File: config.mk
export PLATFORM = sky130hd
export DESIGN_NAME = div32_seq
export DESIGN_NICKNAME = d
export VERILOG_FILES = /design/src/rtl/div_pkg.sv /design/src/rtl/ADD_SUB32.sv /design/src/rtl/div32_seq.sv
export SDC_FILE = /design/constraint.sdc
export NUM_CORES = 1
export LEC_CHECK = 0
export CELL_PAD_IN_SITES_DETAIL_PLACEMENT = 1
export CELL_PAD_IN_SITES_GLOBAL_PLACEMENT = 1
export CORE_UTILIZATION = 44
export CTS_BUF_LIST = sky130_fd_sc_hd__clkbuf_8 sky130_fd_sc_hd__clkbuf_16
export DETAILED_ROUTE_END_ITERATION = 12
export PLACE_DENSITY = 0.91
export SETUP_SLACK_MARGIN = 0.5
export SYNTH_ARGS = -nofsm -noshare
export SYNTH_HDL_FRONTEND = slang
export SYNTH_SLANG_ARGS = --single-unit
export TNS_END_PERCENT = 5
File: constraint.sdc
create_clock -name CLK -period 9.71 [get_ports CLK]
set_clock_uncertainty 0.15 [all_clocks]
set_input_delay 2.4275 -clock CLK [delete_from_list [all_inputs] [get_ports CLK]]
set_output_delay 2.4275 -clock CLK [all_outputs]
set_load 0.005 [all_outputs]
File: src/rtl/div_pkg.sv
// Shared types and constants for the sequential divider.
package div_pkg;
  typedef enum logic [1:0] {IDLE, CALC, FIX} state_t;
  localparam int          DIV_ITER  = 32;
  localparam logic [31:0] DIV0_QUOT = 32'hFFFF_FFFF;
endpackage

File: src/rtl/ADD_SUB32.sv
// Combinational 32-bit adder/subtractor; SUB=1 computes A-B with borrow out.
module ADD_SUB32 (
  input  logic [31:0] A,
  input  logic [31:0] B,
  input  logic        SUB,
  output logic [31:0] ANS,
  output logic        CY_BR_OUT
);
  always_comb begin
    if (SUB) {CY_BR_OUT, ANS} = {1'b0, A} - {1'b0, B};
    else     {CY_BR_OUT, ANS} = {1'b0, A} + {1'b0, B};
  end
endmodule

File: src/rtl/div32_seq.sv
// Restoring 32-bit divider, one quotient bit per cycle, signed or unsigned.
module div32_seq
  import div_pkg::*;
(
  input  logic        CLK,
  input  logic        RST,
  input  logic        START,
  input  logic        SIGNED_OP,
  input  logic [31:0] DIVIDEND,
  input  logic [31:0] DIVISOR,
  output logic        BUSY,
  output logic        DONE,
  output logic [31:0] QUOT,
  output logic [31:0] REM,
  output logic        DIV_ZERO
);
  state_t      state_q, state_d;
  logic [4:0]  cnt_q, cnt_d;
  logic [31:0] r_q, r_d, q_q, q_d, d_q, d_d, dvd_q, dvd_d;
  logic [31:0] quot_q, quot_d, rem_q, rem_d;
  logic        neg_q_q, neg_q_d, neg_r_q, neg_r_d, zero_q, zero_d;
  logic        busy_q, done_q, dz_q, dz_d;

  logic [31:0] shin, add_a, add_b, ans;
  logic        taken, unused_cy;

  // In FIX the adder is reused as 0 - Q to negate the quotient.
  assign shin  = {r_q[30:0], q_q[31]};
  assign add_a = (state_q == FIX) ? 32'd0 : shin;
  assign add_b = (state_q == FIX) ? q_q : d_q;

  ADD_SUB32 u_add_sub (
    .A(add_a), .B(add_b), .SUB(1'b1), .ANS(ans), .CY_BR_OUT(unused_cy)
  );

  // 33-bit compare {R[31],S} >= D folded into the sign bits of the 32-bit difference.
  assign taken = r_q[31] | (shin[31] & ~d_q[31]) | ((shin[31] == d_q[31]) & ~ans[31]);

  always_ff @(posedge CLK or posedge RST) begin
    if (RST) state_q <= IDLE;
    else     state_q <= state_d;
  end

  always_comb begin
    state_d = state_q;
    case (state_q)
      IDLE: if (START) state_d = (DIVISOR == 32'd0) ? FIX : CALC;
      CALC: if (cnt_q == 5'(DIV_ITER - 1)) state_d = FIX;
      FIX:  state_d = IDLE;
      default: state_d = IDLE;
    endcase
  end

  always_comb begin
    cnt_d   = cnt_q;
    r_d     = r_q;
    q_d     = q_q;
    d_d     = d_q;
    dvd_d   = dvd_q;
    neg_q_d = neg_q_q;
    neg_r_d = neg_r_q;
    zero_d  = zero_q;
    quot_d  = quot_q;
    rem_d   = rem_q;
    dz_d    = dz_q;
    case (state_q)
      IDLE: if (START) begin
        dvd_d   = DIVIDEND;
        q_d     = (SIGNED_OP & DIVIDEND[31]) ? -DIVIDEND : DIVIDEND;
        d_d     = (SIGNED_OP & DIVISOR[31])  ? -DIVISOR  : DIVISOR;
        neg_q_d = SIGNED_OP & (DIVIDEND[31] ^ DIVISOR[31]);
        neg_r_d = SIGNED_OP & DIVIDEND[31];
        zero_d  = (DIVISOR == 32'd0);
        r_d     = 32'd0;
        cnt_d   = 5'd0;
      end
      CALC: begin
        r_d   = taken ? ans : shin;
        q_d   = {q_q[30:0], taken};
        cnt_d = cnt_q + 5'd1;
      end
      FIX: begin
        if (zero_q) begin
          quot_d = DIV0_QUOT;
          rem_d  = dvd_q;
          dz_d   = 1'b1;
        end else begin
          quot_d = neg_q_q ? ans : q_q;
          rem_d  = neg_r_q ? -r_q : r_q;
          dz_d   = 1'b0;
        end
      end
      default: ;
    endcase
  end

  always_ff @(posedge CLK or posedge RST) begin
    if (RST) begin
      cnt_q   <= '0;
      r_q     <= '0;
      q_q     <= '0;
      d_q     <= '0;
      dvd_q   <= '0;
      neg_q_q <= 1'b0;
      neg_r_q <= 1'b0;
      zero_q  <= 1'b0;
      quot_q  <= '0;
      rem_q   <= '0;
      dz_q    <= 1'b0;
      busy_q  <= 1'b0;
      done_q  <= 1'b0;
    end else begin
      cnt_q   <= cnt_d;
      r_q     <= r_d;
      q_q     <= q_d;
      d_q     <= d_d;
      dvd_q   <= dvd_d;
      neg_q_q <= neg_q_d;
      neg_r_q <= neg_r_d;
      zero_q  <= zero_d;
      quot_q  <= quot_d;
      rem_q   <= rem_d;
      dz_q    <= dz_d;
      busy_q  <= (state_d != IDLE);
      done_q  <= (state_q == FIX);
    end
  end

  assign BUSY     = busy_q;
  assign DONE     = done_q;
  assign QUOT     = quot_q;
  assign REM      = rem_q;
  assign DIV_ZERO = dz_q;
endmodule

==> flow_metrics.env <==
export IMPL_status="completed"
export IMPL_core_area_sq_um=27900
export IMPL_io_buffers=134
export IMPL_synthesis_nets=1591
export IMPL_nNetsFinal=1672
export IMPL_place_area_sq_um=14100
export IMPL_period_minus_slack_ns=5.66
export IMPL_rr_worst_depth=16
export IMPL_relSlewSlack_pct=34.0
export IMPL_hold_viol=0
export IMPL_cp_endpoint="r_q[22]"
export IMPL_fin_setup_tns_ns=0
export IMPL_dr_pass1_iters=5
export IMPL_p_leak_nw=6.27
export IMPL_drv_slew=0
export IMPL_synth_seq_cells=205
export IMPL_crit_family="buffers and inverters"
export IMPL_drive_above_1_share_pct=4.23
export IMPL_tritoncts="done"
export IMPL_cts_root_buf="clkbuf_16"
export IMPL_powerDensity_nw_per_um2=370
export IMPL_num_rows=61
export IMPL_synth_cells=1485
export IMPL_post_drt_via_cell_ratio=5.89
export IMPL_clk_latency_ns=0.53
export IMPL_io_pins=135
export IMPL_hold_class="flip-flop to flip-flop"
export IMPL_wl_per_cell_microns=21.0
export IMPL_r2r_end="r_q[22]"
export IMPL_htreeDepth=1
export IMPL_critical_path_max_stage_delay_ns=0.68
export IMPL_crit_path_start="state_q[0]"
export IMPL_routed_wl_microns=41200
export IMPL_first_global_vias=12289
export IMPL_synth_cell_type_count=60
export IMPL_ys_async_sr_fraction_pct=100
export IMPL_ir_worst_vdd_v=0.000200
export IMPL_synthMostInstantiatedCell="nand2_1"
export IMPL_synth_top_cell_by_area="dfrtp_1"
export IMPL_synth_top_flop_cell="dfrtp_1"
export IMPL_critPathMostFrequentCell="buf_4"
export IMPL_slowest_stage="buf_4"
export IMPL_antenna_found_initial=0
export IMPL_fmax_mhz=177
export IMPL_clk_pin_slew_ns=0.06
export IMPL_ys_top_cells_by_area="dfrtp_1 (41%), nand2_1 (7.4%), o21ai_0 (6.0%)"
export IMPL_postLayoutCoreUtil_pct=53.4
export IMPL_dr_total_vias=11550
export IMPL_cts_resized=0
export IMPL_grt_overflow_total=0
export IMPL_setup_viol=0
export IMPL_initial_core_util_pct=45.0
export IMPL_reg2reg_slack_ns=4.05
export IMPL_cp_buffers_inverters=4
export IMPL_cts_buffers=24
export IMPL_worstPathRequired_ns=10.01
export IMPL_yosysTopAreaCellShare_pct=40.8
export IMPL_start_kind="flip-flop"
export IMPL_grt_first_pass_wirelength_microns=65600
export IMPL_clock_path_buffers=3
export IMPL_synthTopCellsByCount="nand2_1 (248), dfrtp_1 (205), o21ai_0 (152), nor2_1 (121), a21oi_1 (108)"
export IMPL_area_delta_synth_final_pct=18.6
export IMPL_clkSinkCount=205
export IMPL_die_area_sq_um=29300
export IMPL_drt_initial_drc_count=790
export IMPL_final_area_sq_um=14900
export IMPL_die_y_microns=171
export IMPL_gp_congestion=0.937
export IMPL_critPathKind="flip-flop to flip-flop"
export IMPL_num_antenna_cells=0
export IMPL_critPathMaxFanout=100
export IMPL_grt_max_degree=132
export IMPL_syn_area_sq_um=12600
export IMPL_crit_chain="nand2b_2 > buf_4 > inv_2 > buf_4 > mux2i_1 > ha_1 > a21o_1 > nand2b_1 > o21a_1 > a211o_1 > a21oi_2 > xnor2_1 > a211oi_4 > buf_4 > mux2_2 > o21ai_1"
export IMPL_final_antenna_net_count=0
export IMPL_path_depth=16
export IMPL_fp_dieW_microns=171
export IMPL_grt_use_total_pct=28.7
export IMPL_p_total_mw=5.53
export IMPL_syn_avg_cell_area_sq_um=8.47
export IMPL_worstReg2RegStart="state_q[0]"
export IMPL_place_hpwl_microns=29600
export IMPL_cts_hold_buffers_added=0
export IMPL_rsz0062_at_grt="false"
export IMPL_ys_seq_area_share_pct=40.8
export IMPL_worstSetupEndpointType="flip-flop"
export IMPL_worstPathArrival_ns=5.96
export IMPL_max_cap_violations=0
export IMPL_drcViolationCount=0
export IMPL_cts_setup_buffers=0
export IMPL_worstMarginPinSlew_ns=0.990
export IMPL_synth_edf_count=0
export IMPL_yosys_warnings=0
export IMPL_hold_ws_ns=0.323
export IMPL_period_share_pct=58.3
## worst min path at each step
stage,start,to,slack (ns),cells after the start
2_1_floorplan,dvd_q[15],dvd_q[15],0.29,2
3_3_place_gp,dvd_q[15],dvd_q[15],0.31,2
3_5_place_dp,dvd_q[29],dvd_q[29],0.31,2
4_1_cts,dvd_q[29],dvd_q[29],0.33,2
5_1_grt,dvd_q[29],dvd_q[29],0.36,2
6_report,dvd_q[27],dvd_q[27],0.32,2
## metal layers
layer / share of wire [%] / GRT usage [%] / up-vias
li1: - / - / 5358
met1: 40 / 33.4 / 5784
met2: 52 / 51.7 / 285
met3: 3.1 / 2.71 / 123
met4: 5.6 / 15.6 / 0
met5: 0 / 0 / -
## power by group
part           switching, mW  total, mW  internal, mW
sequential             0.385       1.57          1.19
clock                  0.377      0.892         0.515
combinational           1.82       3.06          1.24
total                   2.58       5.53          2.95
## cells by family (layout without fill, tap and decap cells)
| group | count (synthesis) | after routing | synth area share [%] |
|---|---|---|---|
| mux | 69 | 69 | 5.54 |
| simple gates | 518 | 518 | 18.0 |
| flops | 205 | 205 | 40.8 |
| compound gates | 416 | 416 | 19.6 |
| fa+ha+maj | 38 | 38 | 3.84 |
| xor+xnor | 120 | 120 | 8.36 |
| buf+inv | 119 | 218 | 3.81 |
## metrics by stage
step | std cells | setup slack, ns
after global routing | 1962 | 3.68
after CTS | 1962 | 4.06
after floorplan | 1485 | 1.54
after detailed placement | 1918 | 4.14
after global placement | 1918 | 4.34
final | 1962 | 4.05
## worst register-to-register path: cells and delay by family (launching register included)
| family | cells | cell delay [ns] |
|---|---|---|
| multiplexers | 2 | 0.63 |
| adder cells (fa/ha/maj) | 1 | 0.37 |
| buffers and inverters | 4 | 2.25 |
| AO/OA/AOI/OAI | 6 | 1.36 |
| flip-flops | 1 | 0.40 |
| XOR/XNOR | 1 | 0.15 |
| AND/OR/NAND/NOR | 2 | 0.28 |
## flip-flops by register name, indices dropped and copies added (netlist names), 2 cells and up
register / cells
cnt_q: 5
q_q: 32
state_q: 2
r_q: 32
QUOT: 32
dvd_q: 32
d_q: 32
REM: 32
## placed cells by master (no fill, tap or decap), drive strengths merged, types with 4 or more instances in the layout
cell type        n
and2            29
nor2b            4
xor2            55
or3             11
o311ai          10
nor3            19
ha              37
inv             37
nor4            11
a22oi           31
and3            10
a21oi          109
o22ai            4
xnor2           65
or4              6
dfrtp          205
a21o            16
mux2i           64
nand2          248
o41ai            9
clkdlybuf4s50  134
o21ai          176
nand4            8
nor2           121
buf             12
a31oi           12
o31ai           18
clkbuf          28
nand2b          11
nand3           35
mux2             5
clkinv           4
a211oi           5
## final cells by class
| cell class | count | area, sq um |
|---|---|---|
| timing repair buffer | 146 | 1430 |
| tap | 378 | 473 |
| inverter | 28 | 113 |
| clock inverter | 16 | 104 |
| multi-input combinational | 1161 | 7000 |
| clock buffer | 28 | 667 |
| fill | 3297 | 13000 |
| sequential | 205 | 5130 |
No activity file was read; power rests on OpenSTA's default activity.
